$ cat src/rtl/ram_bus_master.sv
// ram_bus_master: initiator side of the 16x4 asynchronous RAM bus.
// Turns single-cycle CPU requests into setup / strobe / hold bus cycles and
// returns a one-cycle response pulse carrying the read data.
// Optional feature macro: RAM_READBACK_VERIFY_EN. When defined, every write is
// followed by a read of the same address, and rsp_err flags a readback mismatch.
module ram_bus_master #(
  parameter int STROBE_CYCLES = 2
) (
  input  logic       clk,
  input  logic       rst,
  input  logic       req_valid,
  output logic       req_ready,
  input  logic       req_write,
  input  logic [3:0] req_addr,
  input  logic [3:0] req_wdata,
  output logic       rsp_valid,
  output logic [3:0] rsp_rdata,
  output logic       rsp_err,
  output logic       busy,
  output logic [3:0] mem_addr,
  output logic [3:0] mem_datain,
  output logic       mem_csn,
  output logic       mem_rwn,
  input  logic [3:0] mem_dataout
);

  // Strobe counter counts down to zero; zero marks the last strobe cycle.
  localparam logic [3:0] CNT_INIT = 4'(STROBE_CYCLES - 1);

`ifdef RAM_READBACK_VERIFY_EN
  typedef enum logic [2:0] {
    IDLE, SETUP, STROBE, HOLD, RESP, VSETUP, VSTROBE, VHOLD
  } state_t;
  logic err_q;
`else
  typedef enum logic [2:0] {
    IDLE, SETUP, STROBE, HOLD, RESP
  } state_t;
`endif

  state_t     state;
  logic [3:0] cnt;
  logic       wr;

  // Bus sequencer: every output is a register updated on the state transition,
  // so addr/datain/rwn only move while csn is high.
  always_ff @(posedge clk or posedge rst) begin
    if (rst) begin
      state      <= IDLE;
      cnt        <= 4'd0;
      wr         <= 1'b0;
      req_ready  <= 1'b1;
      busy       <= 1'b0;
      rsp_valid  <= 1'b0;
      rsp_rdata  <= 4'd0;
      mem_addr   <= 4'd0;
      mem_datain <= 4'd0;
      mem_csn    <= 1'b1;
      mem_rwn    <= 1'b1;
`ifdef RAM_READBACK_VERIFY_EN
      err_q      <= 1'b0;
`endif
    end else begin
      rsp_valid <= 1'b0;
      case (state)
        IDLE: begin
          if (req_valid) begin
            mem_addr   <= req_addr;
            mem_datain <= req_wdata;
            wr         <= req_write;
            mem_rwn    <= ~req_write;
            req_ready  <= 1'b0;
            busy       <= 1'b1;
`ifdef RAM_READBACK_VERIFY_EN
            err_q      <= 1'b0;
`endif
            state      <= SETUP;
          end
        end
        SETUP: begin
          mem_csn <= 1'b0;
          cnt     <= CNT_INIT;
          state   <= STROBE;
        end
        STROBE: begin
          if (cnt == 4'd0) begin
            // Sample on the last strobe edge, while csn is still low.
            mem_csn <= 1'b1;
            if (!wr) rsp_rdata <= mem_dataout;
            state <= HOLD;
          end else begin
            cnt <= cnt - 4'd1;
          end
        end
        HOLD: begin
          mem_rwn <= 1'b1;
`ifdef RAM_READBACK_VERIFY_EN
          if (wr) begin
            state <= VSETUP;
          end else begin
            rsp_valid <= 1'b1;
            state     <= RESP;
          end
`else
          rsp_valid <= 1'b1;
          state     <= RESP;
`endif
        end
`ifdef RAM_READBACK_VERIFY_EN
        VSETUP: begin
          mem_csn <= 1'b0;
          cnt     <= CNT_INIT;
          state   <= VSTROBE;
        end
        VSTROBE: begin
          if (cnt == 4'd0) begin
            mem_csn   <= 1'b1;
            rsp_rdata <= mem_dataout;
            err_q     <= (mem_dataout != mem_datain);
            state     <= VHOLD;
          end else begin
            cnt <= cnt - 4'd1;
          end
        end
        VHOLD: begin
          rsp_valid <= 1'b1;
          state     <= RESP;
        end
`endif
        RESP: begin
          req_ready <= 1'b1;
          busy      <= 1'b0;
          state     <= IDLE;
        end
        default: begin
          mem_csn   <= 1'b1;
          mem_rwn   <= 1'b1;
          req_ready <= 1'b1;
          busy      <= 1'b0;
          state     <= IDLE;
        end
      endcase
    end
  end

`ifdef RAM_READBACK_VERIFY_EN
  assign rsp_err = err_q;
`else
  assign rsp_err = 1'b0;
`endif

endmodule

$ cat config.mk
export PLATFORM = sky130hd
export DESIGN_NAME = ram_bus_master
export DESIGN_NICKNAME = d
export VERILOG_FILES = /design/src/rtl/ram_bus_master.sv
export SDC_FILE = /design/constraint.sdc
export NUM_CORES = 1
export LEC_CHECK = 0
export BUFFER_PORTS_ARGS = -buffer_cell sky130_fd_sc_hd__buf_2
export CORE_MARGIN = 1.5
export CORE_UTILIZATION = 53
export CTS_BUF_LIST = sky130_fd_sc_hd__clkbuf_4
export CTS_CLUSTER_DIAMETER = 30
export DETAILED_ROUTE_END_ITERATION = 16
export GPL_TIMING_DRIVEN = 0
export PLACE_DENSITY = 0.82
export SLEW_MARGIN = 20
export SYNTH_ARGS = -nofsm -noshare
export SYNTH_HDL_FRONTEND = slang
export SYNTH_SLANG_ARGS = --single-unit
export TNS_END_PERCENT = 10
$ cat constraint.sdc
create_clock -name clk -period 1.8 [get_ports clk]
set_input_delay 0.27 -clock clk [delete_from_list [all_inputs] [get_ports clk]]
set_output_delay 0.27 -clock clk [all_outputs]
set_load 0.005 [all_outputs]
# == Word-level counts from Yosys, hierarchy flattened ==
# Index checks and enable logic that the tools add are counted.
# W data, S select, Z words.
# totals
regBits,25
input_bits,16
output_inout_bits,18
elab_cells,51
# classes
n_addsub,1
n_eq_ne,7
muxes,14
bitwise_logic,5
reduce_logical,13
# ops
cell,n
$pmux W3 S4,1
$reduce_and A2 Y1,6
$reduce_or A3 Y1,3
$pmux W4 S2,1
$eq A3 B2 Y1 const B,2
$mux W3,2
$ne A2 B2 Y1 const B,3
$pmux W1 S2,3
$mux W1,5
$not A1 Y1,5
$logic_not A4 Y1,1
$mux W4,1
$sub A4 B1 Y4 const B,1
$eq A3 B1 Y1 const B,1
$eq A3 B3 Y1 const B,1
$logic_not A3 Y1,1
$pmux W1 S3,1
$reduce_and A3 Y1,1
$reduce_bool A2 Y1,1

# == Logic depth before layout (Yosys ltp) ==
# depth
ltp_word,4
ltp_mapped,5
ltp_nobuf,5

# == Least setup slack after synthesis ==
# Ideal clock, no wire load.
# synth_timing
path_type,reg-to-reg
startpoint,register cnt[0]
endpoint,register rsp_rdata[0]
setup_ns,0.125
arrival_time_ns,1.320
required_ns,1.675
setup_slack_ns,0.355
stages_incl_launch_ff,6
path_buffers,0
synth_period_minus_slack_ns,1.445
cell_sequence,dfrtp_1 inv_1 ha_1 nor3b_2 nand4b_2 mux2_2
# synth_between
elab_chain_len,2
# synth_rtl
item,line,source
"start, declared",42,logic [3:0] cnt;
"start signal, assigned",92,cnt <= cnt - 4'd1;
$logic_not A4 Y1,86,if (cnt == 4'd0) begin
$reduce_and A3 Y1 (no line),n/a,
"end signal, assigned",89,if (!wr) rsp_rdata <= mem_dataout;
"end, declared",17,"output logic [3:0] rsp_rdata,"
# Every way passes these cells.
# A chain may end at the register's enable or synchronous reset.

# == Worst setup path in the final report ==
# Same ends and word-level chain as after synthesis.

==> impl_metrics.ini <==
[status]
status = finished, final reports clean

[place]
dp_slack_ns = 0.132
gp_congestion = 0.818
hpwlAfterDp_mm = 1.61
port_buffers = 32

[floorplan]
ios = 34
die_height_um = 50.8
core_mm2 = 0.00219
die_x_um = 50.8
dieArea_mm2 = 0.00258
row_count = 17
initial_core_util = 0.552

[yosys]
ys_types = 38
syn_inst = 96
ys_seq_area_frac = 0.521
synth_edf_count = 0
yosys_warnings = 0
synthArstFlopShare = 1.00
yosys_most_used_dff = dfrtp_1
syn-cell-area_mm2 = 0.00121
ys_seq_elements = 25
syn_avg_cell_area_um2 = 12.6
syn_nets = 114

[sta]
fin_tns_setup_ns = 0
worstMarginPinSlew_ns = 0.920
fin_crit_sh = 0.961
slew_viol_final = 0
worst_slack_ns = 0.0707
skew_ns = 0.00789
layout_min_cycle_time_ns = 1.73
hold_viol_final = 0
final-setup-viol-count = 0
rsz0062_at_grt = no
slew_headroom = 0.386
max_freq_ghz = 0.578

[clock_network]
clock_latency_ns = 0.32
cts_tree = done
cts_setup_buffers = 0
cts_made_buffers = 3
hold_buffers = 0
postCtsResizedCells = 0
cts_root_buffer = clkbuf_4
cts_sinks = 25
clockBufferDepth = 2
clkTransAtPathRegs_ns = 0.14
cts_max_level = 1

[global_route]
global_route.overflow_total = 0
grt_max_degree = 26
first_global_vias = 870
grt_pass1_wl_mm = 3.80
antenna_found_initial = 0
grt_util_all_layers = 0.203

[routing]
first_pass_iters = 4
drt-initial-drc-count = 23
postRouteWirelength_mm = 2.26
drc_errors = 0
routedWlPerCell_um = 14.1
num_vias = 870
antenna_left = 0
viasPerCell = 5.44

[critical_path]
crit_path_cell_trace = inv_1 > ha_1 > nor3b_2 > nand4b_2 > mux2_2
startpoint = cnt[0]
crit_arrival_ns = 1.94
slowest_delay_ns = 0.43
cp.required_ns = 2.01
start_kind = flip-flop
critical_path_class = flip-flop to flip-flop
rr_startpoint = cnt[0]
slowest_stage = dfrtp_1
crit_family = simple AND/OR/NAND/NOR gates
crit_fanout = 4
end_kind = flip-flop
path_buf_inv = 1

[finish]
fillers = 160
area_growth_pct = 18.6
n_antenna_cell = 0
final_common_cell = buf_2
layout.nets = 151
drive_gt1_frac = 0.485
final_cell_mix = 35 x buf_2, 22 x dfrtp_1, 8 x mux2_4

[power]
power.total_w = 0.00245
irDropWorstVdd_mv = 1.06
power_leakage_nw = 0.698
power_density_mw_per_mm2 = 1710

[run]
maxCapViolations = 0

[worst_hold_path]
hold_path_class = input pin to asynchronous set/reset pin
[Yosys cell counts (2+ instances only)]
master     n  area share
dfrtp_1   22        0.46
mux2_4     8       0.099
inv_1      6       0.019
mux2_2     5       0.047
nor2_1     4       0.012
o21ai_0    4       0.017
a21oi_1    3       0.012
buf_2      3       0.012
dfstp_2    3       0.065
nor3_1     3       0.012
a211oi_1   2       0.012
a21o_1     2       0.012
and2_1     2       0.010
ha_1       2       0.021
mux2i_1    2       0.017
nand2_1    2      0.0062
nor4b_1    2       0.014
[metal layers]
| layer | vias up | GRT usage | wire length [um] | part of all wire |
|---|---|---|---|---|
| met5 | - | 0 | 0 | 0 |
| met4 | 0 | 0.0946 | 25 | 0.011 |
| met3 | 2 | 0.0536 | 130 | 0.057 |
| met2 | 31 | 0.340 | 1140 | 0.50 |
| met1 | 428 | 0.245 | 965 | 0.43 |
| li1 | 409 | - | - | - |
[worst paths after layout]
kind	slack, ns	endpoint	cells after the start
worst max register to register	0.07	rsp_rdata[0]	5
worst min register to register	0.49	busy	1
max in group asynchronous	1.11	rsp_valid	2
min in group clk	0.17	mem_datain[1]	2
worst min-delay path	0.14	mem_datain[2]	2
worst max-delay path	0.07	rsp_rdata[0]	5
[registers in the layout, summed over array words and instances, names as in the netlist, 3 cells and up]
register	flops
cnt	4
state	3
mem_datain	4
mem_addr	4
rsp_rdata	4
[through the flow]
stage                     hold WS (ns)  utilization  cells  instance area, um2
after CTS                        0.162        0.654    160                1430
after floorplan                  0.295            -     96                1210
final                            0.135        0.654    160                1430
after global placement           0.458        0.641    156                1400
after detailed placement         0.467        0.641    156                1400
after global routing             0.150        0.654    160                1430
[cell type report]
cell class | instances | area [um2] | share of cell area
Buffer | 6 | 48.8 | 0.0340
Timing Repair Buffer | 32 | 160 | 0.112
Sequential cell | 25 | 629 | 0.439
Multi-Input combinational cell | 59 | 508 | 0.354
Clock buffer | 4 | 30.0 | 0.0209
Tap cell | 28 | 35.0 | 0.0244
Inverter | 6 | 22.5 | 0.0157
[power by group]
part / switching, W / internal (W) / total, W / leakage [nW]
registers: 0.000148 / 0.000840 / 0.000988 / 0.297
logic: 0.000546 / 0.000651 / 0.00120 / 0.383
clock network: 0.000162 / 0.000102 / 0.000264 / 0.0184
total: 0.000857 / 0.00159 / 0.00245 / 0.698
[logic make-up after synthesis]
kind of cell / count (synthesis) / synth area share
AOI/OAI and AO/OA: 15 / 0.0807
xor gates and xnor gates: 1 / 0.00725
and+or+nand+nor: 25 / 0.146
DFF: 25 / 0.521
other: 1 / 0.00310
adders and majority gates: 2 / 0.0207
muxes: 15 / 0.163
buffers and inverters: 12 / 0.0590
No activity file was read; power rests on OpenSTA's default activity.
